$ cat config.mk
export PLATFORM = sky130hd
export DESIGN_NAME = bdiv20x10_seq
export DESIGN_NICKNAME = d
export VERILOG_FILES = /design/src/rtl/bdiv20x10_seq.sv
export SDC_FILE = /design/constraint.sdc
export NUM_CORES = 1
export LEC_CHECK = 0
export ABC_AREA = 1
export CAP_MARGIN = 5
export CORE_UTILIZATION = 56
export CTS_BUF_LIST = sky130_fd_sc_hd__clkbuf_4
export DETAILED_ROUTE_END_ITERATION = 10
export PLACE_DENSITY = 0.83
export SYNTH_ARGS = -nofsm -noshare
export SYNTH_HDL_FRONTEND = slang
export SYNTH_SLANG_ARGS = --single-unit
$ cat constraint.sdc
create_clock -name clk -period 4.1 [get_ports clk]
set_clock_uncertainty 0.15 [all_clocks]
set_input_delay 1.025 -clock clk [delete_from_list [all_inputs] [get_ports clk]]
set_output_delay 1.025 -clock clk [all_outputs]
set_load 0.01 [all_outputs]
$ cat src/rtl/bdiv20x10_seq.sv
// Sequential 20-by-10 unsigned restoring divider with valid/ready handshakes.
//
//   state | meaning
//   ------+------------------------------------------------------------
//   IDLE  | waiting for a dividend/divisor pair (in_ready=1)
//   BUSY  | one restoring step per cycle, 20 steps, dividend MSB first
//   DONE  | result held on Q/R/dbz (out_valid=1) until out_ready
//
// A zero divisor skips BUSY and reports Q=all-ones, R=A[9:0], dbz=1.
// Q/R/dbz are dedicated result registers, so they stay put after the result
// is taken and only change when the next division completes.
module bdiv20x10_seq (
   input  logic        clk,
   input  logic        rst,
   input  logic        in_valid,
   output logic        in_ready,
   input  logic [19:0] A,
   input  logic [9:0]  B,
   output logic        out_valid,
   input  logic        out_ready,
   output logic [19:0] Q,
   output logic [9:0]  R,
   output logic        dbz
);

   localparam logic [1:0] ST_IDLE = 2'd0;
   localparam logic [1:0] ST_BUSY = 2'd1;
   localparam logic [1:0] ST_DONE = 2'd2;
   localparam logic [4:0] LAST_STEP = 5'd19;

   logic [1:0]  state_q, state_d;
   logic [19:0] a_q, a_d;       // dividend bits shift out at the top, quotient bits shift in at the bottom
   logic [9:0]  b_q, b_d;
   logic [10:0] rem_q, rem_d;
   logic [4:0]  cnt_q, cnt_d;
   logic [19:0] q_q, q_d;
   logic [9:0]  r_q, r_d;
   logic        dbz_q, dbz_d;

   logic [10:0] rem_sh;
   logic        rem_ge;
   logic [10:0] rem_nx;
   logic [19:0] quo_nx;

   // One restoring step: shift in next dividend bit, subtract divisor when it fits.
   always_comb begin
      rem_sh = {rem_q[9:0], a_q[19]};
      rem_ge = rem_q[10] | (rem_sh >= {1'b0, b_q});
      rem_nx = rem_ge ? (rem_sh - {1'b0, b_q}) : rem_sh;
      quo_nx = {a_q[18:0], rem_ge};
   end

   // Next-state and datapath update for the handshake FSM.
   always_comb begin
      state_d = state_q;
      a_d     = a_q;
      b_d     = b_q;
      rem_d   = rem_q;
      cnt_d   = cnt_q;
      q_d     = q_q;
      r_d     = r_q;
      dbz_d   = dbz_q;
      case (state_q)
         ST_IDLE: begin
            if (in_valid) begin
               a_d   = A;
               b_d   = B;
               rem_d = '0;
               cnt_d = '0;
               if (B == 10'd0) begin
                  q_d     = 20'hFFFFF;
                  r_d     = A[9:0];
                  dbz_d   = 1'b1;
                  state_d = ST_DONE;
               end else begin
                  state_d = ST_BUSY;
               end
            end
         end
         ST_BUSY: begin
            a_d   = quo_nx;
            rem_d = rem_nx;
            cnt_d = cnt_q + 5'd1;
            if (cnt_q == LAST_STEP) begin
               q_d     = quo_nx;
               r_d     = rem_nx[9:0];
               dbz_d   = 1'b0;
               state_d = ST_DONE;
            end
         end
         ST_DONE: begin
            if (out_ready) state_d = ST_IDLE;
         end
         default: state_d = ST_IDLE;
      endcase
   end

   // State registers; reset abandons any division in flight.
   always_ff @(posedge clk or posedge rst) begin
      if (rst) begin
         state_q <= ST_IDLE;
         a_q     <= '0;
         b_q     <= '0;
         rem_q   <= '0;
         cnt_q   <= '0;
         q_q     <= '0;
         r_q     <= '0;
         dbz_q   <= 1'b0;
      end else begin
         state_q <= state_d;
         a_q     <= a_d;
         b_q     <= b_d;
         rem_q   <= rem_d;
         cnt_q   <= cnt_d;
         q_q     <= q_d;
         r_q     <= r_d;
         dbz_q   <= dbz_d;
      end
   end

   // Outputs come straight from registers only.
   always_comb begin
      in_ready  = (state_q == ST_IDLE);
      out_valid = (state_q == ST_DONE);
      Q         = q_q;
      R         = r_q;
      dbz       = dbz_q;
   end

endmodule

==> qor_table.md, run 1 <==
| Group | Quantity | Value |
|---|---|---|
| global routing | Initial antenna violation count | 0 |
| global routing | Global-route wire length before repair | 16200 µm |
| finish | Final antenna diode count | 0 |
| job | Number of violations of the max-capacitance limit | 0 |
| route | DR vias/cell | 5.48 |
| timing | Final critical-path share of the clock period | 71.6% |
| placed design | Sum of net half-perimeters after detailed placement | 7010 µm |
| finish | # nets final | 617 |
| timing | Setup repair after global routing missed its margin | false |
| synthesis | Seq/Total Area, Yosys | 47.5% |
| finish | Synthesis-to-finish area growth | 20.7% |
| global routing | Pin count of the biggest net entering global routing | 80 |
| floorplanning | Die width | 88.2 µm |
| critical path | Worst Path Class, Setup | register to primary output |
| power and ir drop | Cell internal power dissipation | 2300 µW |
| route | Number of nets with antenna violations after detailed routing | 0 |
| clocking | Post-CTS setup buffers | 0 |
| timing | Number of setup violations in the final report | 0 |
| power and ir drop | Pwr Density | 865 nW/µm² |
| timing | Number of failing hold endpoints at the final stage | 0 |
| power and ir drop | Sequential cell fraction of total power | 31.1% |
| power and ir drop | Power spent charging and discharging nets | 2040 µW |
| synthesis | Number of synthesized register bits | 79 |
| placed design | I/O Buffers | 66 |
| route | Iteration count of the initial detailed-routing pass | 5 |
| finish | Layout cell share with drive strength beyond 1 | 6.94% |
| floorplanning | Initial cell density of the core | 57.6% |
| finish | Final non-filler cell total | 675 |
| floorplanning | Core ar. | 7210 µm² |
| placed design | Gp weighted congestion | 0.910 |
| clocking | Post-cts hold buffer count | 0 |
| global routing | Total track usage | 27.3% |
| clocking | TritonCTS clock tree | done |
| clocking | Num CTS Buffers | 9 |
| global routing | Total overflow reported by the global router | 0 |
| synthesis | Warnings from Yosys | 0 |
| timing | Actual slew at the worst max-slew pin | 0.736 ns |
| floorplanning | Cell Rows | 31 |
| critical path | Crit-path max FO | 6 |
| clocking | Clk Latency, worst-skew pair | 0.43 ns |
| clocking | Root Driver | sky130_fd_sc_hd__clkbuf_4 |
| synthesis | Synthesized netlist net count | 557 |
| clocking | CTS clock-pin slew for the worst setup and hold paths | 0.14 ns |
| floorplanning | Die area | 7780 µm² |
| synthesis | Syn_area_per_cell | 8.14 µm² |
| power and ir drop | Proportion of total power due to net switching | 47.0% |
| timing | Peak Freq | 341 MHz |
| clocking | Post-cts sizing count | 0 |
| placed design | Number of placed instances, taps included | 659 |
| floorplanning | Die Span Y | 88.2 µm |
| critical path | Arrival time at the worst endpoint | 1.76 ns |
| floorplanning | Count of boundary I/O pins | 67 |
| power and ir drop | Comb power frac | 57.6% |
| route | Total via count in the routed design | 3700 |
| timing | Number of slew-limit violations in the final report | 0 |
| critical path | Data required time of the worst path | 2.92 ns |
| route | First DRT Iteration DRCs | 255 |
| synthesis | Synth Cell Area | 4160 µm² |
| timing | Final period demand of the worst path | 2.93 ns |
| clocking | Clk sink count | 79 |
| synthesis | Synth unique cells | 30 |
| power and ir drop | Max rail drop VDD | 388 µV |
| route | DRC errors left | 0 |
| route | Final wirelength | 9770 µm |
| status | Result of the run | finished, final reports clean |
| power and ir drop | Fraction of power consumed by the clock network | 11.3% |
| clocking | Maximum root-to-sink buffer count | 2 |
| critical path | Startpoint Class | register |
| synthesis | Gate count of the mapped netlist | 511 |
| route | Average routed wire per standard cell | 14.5 µm |
| timing | Max-slew headroom | 50.7% |
| timing | Sum Neg Setup Slack | 0 ns |
| critical path | Endpoint class of the critical path | primary output |
| power and ir drop | Cell leakage power | 0.00259 µW |
| hold path | Kind of path behind the tightest hold check | register to register |
| global routing | Via count of the first global-routing pass | 3537 |
| clocking | H-tree lvl count | 3 |
[logic make-up (layout without fill, tap and decap cells)]
group / after synthesis / in the layout / share of synthesized area, %
compound gates: 79 / 79 / 13.8
flops: 79 / 79 / 47.5
simple gates: 207 / 207 / 21.5
xor+xnor: 3 / 3 / 0.632
buf+inv: 131 / 196 / 12.7
fa+ha+maj: 12 / 12 / 3.79
[power groups by stage]
| stage | logic (µW) | clock network, µW | registers [µW] |
|---|---|---|---|
| 6_report | 2500 | 490 | 1350 |
| 3_5_place_dp | 2480 | 0 | 1360 |
| 3_3_place_gp | 2390 | 0 | 1350 |
| 2_1_floorplan | 1720 | 0 | 1380 |
| 5_1_grt | 2800 | 525 | 1390 |
| 4_1_cts | 2490 | 496 | 1350 |
[layout by cell type (no fill, tap or decap), types with 2 or more instances in the layout]
cell                              Yosys  final
sky130_fd_sc_hd__inv_1              104    103
sky130_fd_sc_hd__nand2_1            103    103
sky130_fd_sc_hd__dfrtp_1             79     79
sky130_fd_sc_hd__clkdlybuf4s50_1      0     66
sky130_fd_sc_hd__nand3_1             42     42
sky130_fd_sc_hd__nor2_1              31     31
sky130_fd_sc_hd__o21ai_0             24     24
sky130_fd_sc_hd__a22oi_1             18     18
sky130_fd_sc_hd__nor3_1              14     14
sky130_fd_sc_hd__nand4_1             14     14
sky130_fd_sc_hd__a21oi_1             11     11
sky130_fd_sc_hd__ha_1                11     11
sky130_fd_sc_hd__a221oi_1            10     10
sky130_fd_sc_hd__a22oi_2              9      9
sky130_fd_sc_hd__clkbuf_4             0      9
sky130_fd_sc_hd__inv_2                5      6
sky130_fd_sc_hd__xor2_1               3      3
sky130_fd_sc_hd__buf_4                2      3
sky130_fd_sc_hd__clkinv_2             1      2
sky130_fd_sc_hd__o21ai_1              2      2
sky130_fd_sc_hd__o21bai_1             2      2
sky130_fd_sc_hd__clkinv_4             0      2
[registers in the layout, indices dropped and copies added, names as in the netlist]
register,cells
Q,20
rem_q,11
R,10
a_q,20
state_q,2
dbz,1
cnt_q,5
b_q,10
[through the flow]
step	power (µW)	util (%)	hold WS, ns	area [µm²]	worst slack [ns]
3_3_place_gp	3740	67.5	0.313	4870	0.979
3_5_place_dp	3840	67.5	0.338	4870	0.935
5_1_grt	4710	69.6	0.406	5020	0.941
4_1_cts	4330	69.6	0.370	5020	1.16
6_report	4340	69.6	0.371	5020	1.17
2_1_floorplan	3100	-	0.296	4160	0.902
[synth_stat cells, drive strengths merged]
master  number  area (µm²)
inv        109         409
nand2      104         393
dfrtp       79        1980
nand3       42         210
nor2        33         134
a22oi       27         248
o21ai       26         130
buf         15        91.3
nand4       14        87.6
nor3        14        70.1
a21oi       11        55.1
ha          11         138
a221oi      10        87.6
clkbuf       6        22.5
xor2         3        26.3
o21bai       2        15.0
a32o         1        10.0
clkinv       1        5.00
fa           1        20.0
o211ai       1        21.3
o41ai        1        8.76
[worst paths after layout]
check | endpoint | slack [ns] | start | depth (start not counted)
worst max-delay path | in_ready | 1.17 | state_q[0] | 4
worst min-delay path | rem_q[10] | 0.37 | rem_q[10] | 2
worst max register to register | cnt_q[4] | 1.19 | state_q[0] | 10
worst min register to register | rem_q[10] | 0.37 | rem_q[10] | 2
max in group asynchronous | b_q[4] | 2.62 | rst | 3
min in group asynchronous | a_q[17] | 0.83 | rst | 3
[worst max-delay path, stage by stage (launching register included)]
cell	delay (ns)
sky130_fd_sc_hd__dfrtp_1	0.51
sky130_fd_sc_hd__inv_1	0.09
sky130_fd_sc_hd__nand2_1	0.10
sky130_fd_sc_hd__inv_2	0.08
sky130_fd_sc_hd__clkdlybuf4s50_1	0.56
[final cells by class]
| cell class | instances | area (µm²) |
|---|---|---|
| well taps | 99 | 124 |
| repair buffers | 70 | 703 |
| multi-input cells | 301 | 1650 |
| clock buffers | 9 | 67.6 |
| clock inverters | 7 | 80.1 |
| flip-flops and latches | 79 | 1980 |
| fillers | 590 | 2190 |
| inverters | 110 | 414 |
[routing by layer]
metal  up-vias  wire length, µm  track usage (%)
met5         -                0                0
met2       150             4730             44.1
met4         0              268             12.3
met1      1760             4230             36.7
li1       1765                -                -
met3        25              539             3.86
Power figures use the tool's default switching activity.
==> run 2, diff against run 1 <==
==> constraint.sdc (replaced) <==
create_clock -name clk -period 2.9 [get_ports clk]
set_clock_uncertainty 0.15 [all_clocks]
set_input_delay 0.725 -clock clk [delete_from_list [all_inputs] [get_ports clk]]
set_output_delay 0.725 -clock clk [all_outputs]
set_load 0.01 [all_outputs]
==> run 2 against run 1 <==
Against the previous run:
- register-to-register slack got worse by 0.91 ns
- global-route usage shrank 0.33 points
- critical path depth rose by 5
- final cell count up 0.44%
- setup slack worse by 0.88 ns
- wire length is 0.63% higher
- combinational power is 45% higher
- utilization is 0.66 points higher
- die area did not move
- largest cell class unchanged
==> qor_table.md, run 2 (synthesis gave the netlist of run 1 again) <==
| Group | Quantity | Value | Delta |
|---|---|---|---|
| critical path | Cell family with most CP delay | simple AND/OR/NAND/NOR gates |  |
| timing | Number of slew-limit violations in the final report | 0 | unchanged |
| global routing | Via count of the first global-routing pass | 3492 | -1.3% |
| global routing | Initial antenna violation count | 0 | unchanged |
| finish | Final antenna diode count | 0 | unchanged |
| critical path | Path depth of the worst reg2reg path | 9 | -1 |
| finish | Layout cell share with drive strength beyond 1 | 7.25% | +0.31 points |
| finish | # nets final | 620 | +0.49% |
| timing | Final critical-path share of the clock period | 90.2% |  |
| hold path | Worst hold stages | 2 | unchanged |
| clocking | Maximum root-to-sink buffer count | 2 | unchanged |
| route | Average routed wire per standard cell | 14.5 µm | +0.19% |
| clocking | Num CTS Buffers | 9 | unchanged |
| global routing | Global-route wire length before repair | 16000 µm | -0.90% |
| timing | Number of setup violations in the final report | 0 | unchanged |
| clocking | Post-CTS setup buffers | 0 | unchanged |
| floorplanning | Die Span Y | 88.2 µm | unchanged |
| critical path | Worst Path Class, Setup | register to register |  |
| clocking | H-tree lvl count | 3 | unchanged |
| power and ir drop | Max rail drop VDD | 691 µV | +78% |
| clocking | Root Driver | sky130_fd_sc_hd__clkbuf_4 |  |
| critical path | Arrival time at the worst endpoint | 2.80 ns | +1.04 ns |
| clocking | CTS clock-pin slew for the worst setup and hold paths | 0.13 ns | about the same |
| critical path | Worst-path cell with the longest stage delay | sky130_fd_sc_hd__nor2_4 |  |
| clocking | Post-cts sizing count | 0 | unchanged |
| status | Result of the run | finished, final reports clean |  |
| timing | Number of failing hold endpoints at the final stage | 0 | unchanged |
| global routing | Total track usage | 27.0% | -0.33 points |
| critical path | Data required time of the worst path | 3.09 ns | +0.17 ns |
| timing | Setup repair after global routing missed its margin | false |  |
| timing | Peak Freq | 382 MHz |  |
| route | DRC errors left | 0 | unchanged |
| global routing | Pin count of the biggest net entering global routing | 80 | unchanged |
| power and ir drop | Pwr Density | 1240 nW/µm² | +43% |
| clocking | Clk sink count | 79 | unchanged |
| floorplanning | Cell Rows | 31 | unchanged |
| floorplanning | Initial cell density of the core | 57.6% | unchanged |
| critical path | Crit-path max FO | 26 | +20 |
| global routing | Total overflow reported by the global router | 0 | unchanged |
| timing | Sum Neg Setup Slack | 0 ns | unchanged |
| route | Total via count in the routed design | 3751 | +1.4% |
| floorplanning | Count of boundary I/O pins | 67 | unchanged |
| critical path | Critical Path Stages | 9 | +5 |
| timing | Max-slew headroom | 58.3% | +7.6 points |
| critical path | Number of buffer and inverter stages on the critical path | 2 | -1 |
| route | Iteration count of the initial detailed-routing pass | 7 | +2 |
| route | Number of nets with antenna violations after detailed routing | 0 | unchanged |
| placed design | Sum of net half-perimeters after detailed placement | 7000 µm | -0.18% |
| clocking | Post-cts hold buffer count | 0 | unchanged |
| placed design | Gp weighted congestion | 0.917 | +0.75% |
| floorplanning | Core ar. | 7210 µm² | unchanged |
| timing | Final period demand of the worst path | 2.62 ns |  |
| critical path | Cell with the most instances on the worst path | sky130_fd_sc_hd__nand2_1 |  |
| route | First DRT Iteration DRCs | 305 | +20% |
| finish | Commonest non-fill, non-tap cells in the layout | sky130_fd_sc_hd__inv_1, sky130_fd_sc_hd__nand2_1, sky130_fd_sc_hd__dfrtp_1, sky130_fd_sc_hd__clkdlybuf4s50_1, sky130_fd_sc_hd__nand3_1 |  |
| hold path | Kind of path behind the tightest hold check | register to register |  |
| finish | Final core utilization | 70.2% | +0.66 points |
| clocking | Clk Latency, worst-skew pair | 0.41 ns | -0.02 ns |
| finish | Synthesis-to-finish area growth | 21.8% |  |
| timing | Actual slew at the worst max-slew pin | 0.625 ns | -0.112 ns |
| route | DR vias/cell | 5.53 | +0.93% |
| floorplanning | Die width | 88.2 µm | unchanged |
| critical path | Cell-by-cell listing of the critical path | nand2_2 -> clkinv_2 -> nor2_4 -> inv_2 -> nand2_1 -> nor2_1 -> nand2_1 -> o21ai_1 -> a21oi_1 |  |
| power and ir drop | Cell leakage power | 0.00262 µW | +0.97% |
| critical path | Endpoint class of the critical path | register |  |
| clocking | TritonCTS clock tree | done |  |
| critical path | Crit path largest cell delay | 0.58 ns | +0.02 ns |
| critical path | Startpoint Class | register |  |
| job | Number of violations of the max-capacitance limit | 0 | unchanged |
| route | Final wirelength | 9830 µm | +0.63% |
| placed design | I/O Buffers | 66 | unchanged |
| floorplanning | Die area | 7780 µm² | unchanged |
## run 2: cell types whose count changed in the layout (fill, tap and decap cells not counted), sizes merged
| cell | delta |
|---|---|
| inv | -2 |
| bufinv | +1 |
| clkbuf | +1 |
| buf | +3 |
## run 2: cell type report
type | count | area (µm²)
clock buffer | 10 | 75.1
inverter | 110 | 414
multi-input combinational | 301 | 1650
clock inverter | 6 | 85.1
sequential | 79 | 1980
tap | 99 | 124
timing repair buffer | 73 | 738
fill | 571 | 2150
## run 2: stage by stage
| step | area [µm²] | power (µW) | hold slack [ns] | cells | worst slack, ns |
|---|---|---|---|---|---|
| after floorplan | 4160 | 4380 | 0.296 | 511 | 0.00162 |
| after global placement | 4910 | 5350 | 0.311 | 662 | 0.147 |
| after detailed placement | 4910 | 5470 | 0.333 | 662 | 0.135 |
| after CTS | 5070 | 6240 | 0.364 | 678 | 0.324 |
| after global routing | 5070 | 6770 | 0.402 | 678 | 0.113 |
| final | 5070 | 6270 | 0.368 | 678 | 0.285 |
## run 2: power by group
part	leakage, µW	total (µW)	internal [µW]	switching (µW)
registers	0.000925	1900	1610	286
clock network	0.0000840	745	357	388
logic	0.00161	3620	1420	2200
total	0.00262	6270	3390	2880
## run 2: worst register-to-register path, cell delays in order, from the launching register on
cell                       delay (ns)
sky130_fd_sc_hd__dfrtp_1         0.50
sky130_fd_sc_hd__nand2_2         0.27
sky130_fd_sc_hd__clkinv_2        0.29
sky130_fd_sc_hd__nor2_4          0.59
sky130_fd_sc_hd__inv_2           0.24
sky130_fd_sc_hd__nand2_1         0.12
sky130_fd_sc_hd__nor2_1          0.06
sky130_fd_sc_hd__nand2_1         0.09
sky130_fd_sc_hd__o21ai_1         0.08
sky130_fd_sc_hd__a21oi_1         0.15
## run 2: final timing paths
path / startpoint / to / slack, ns
setup / recovery: state_q[0] / cnt_q[4] / 0.28
hold / removal: rem_q[10] / rem_q[10] / 0.37
setup reg to reg: state_q[0] / cnt_q[4] / 0.28
hold reg to reg: rem_q[10] / rem_q[10] / 0.37
max in group asynchronous: rst / b_q[6] / 1.71
min in group asynchronous: rst / Q[16] / 0.55
## run 2: routing by layer
layer  up-vias  GRT usage [%]  wire length, µm
met5         -              0                0
met4         0           13.2              282
met3        26           4.15              613
met2       168           44.0             4760
met1      1780           35.3             4170
li1       1777              -                -
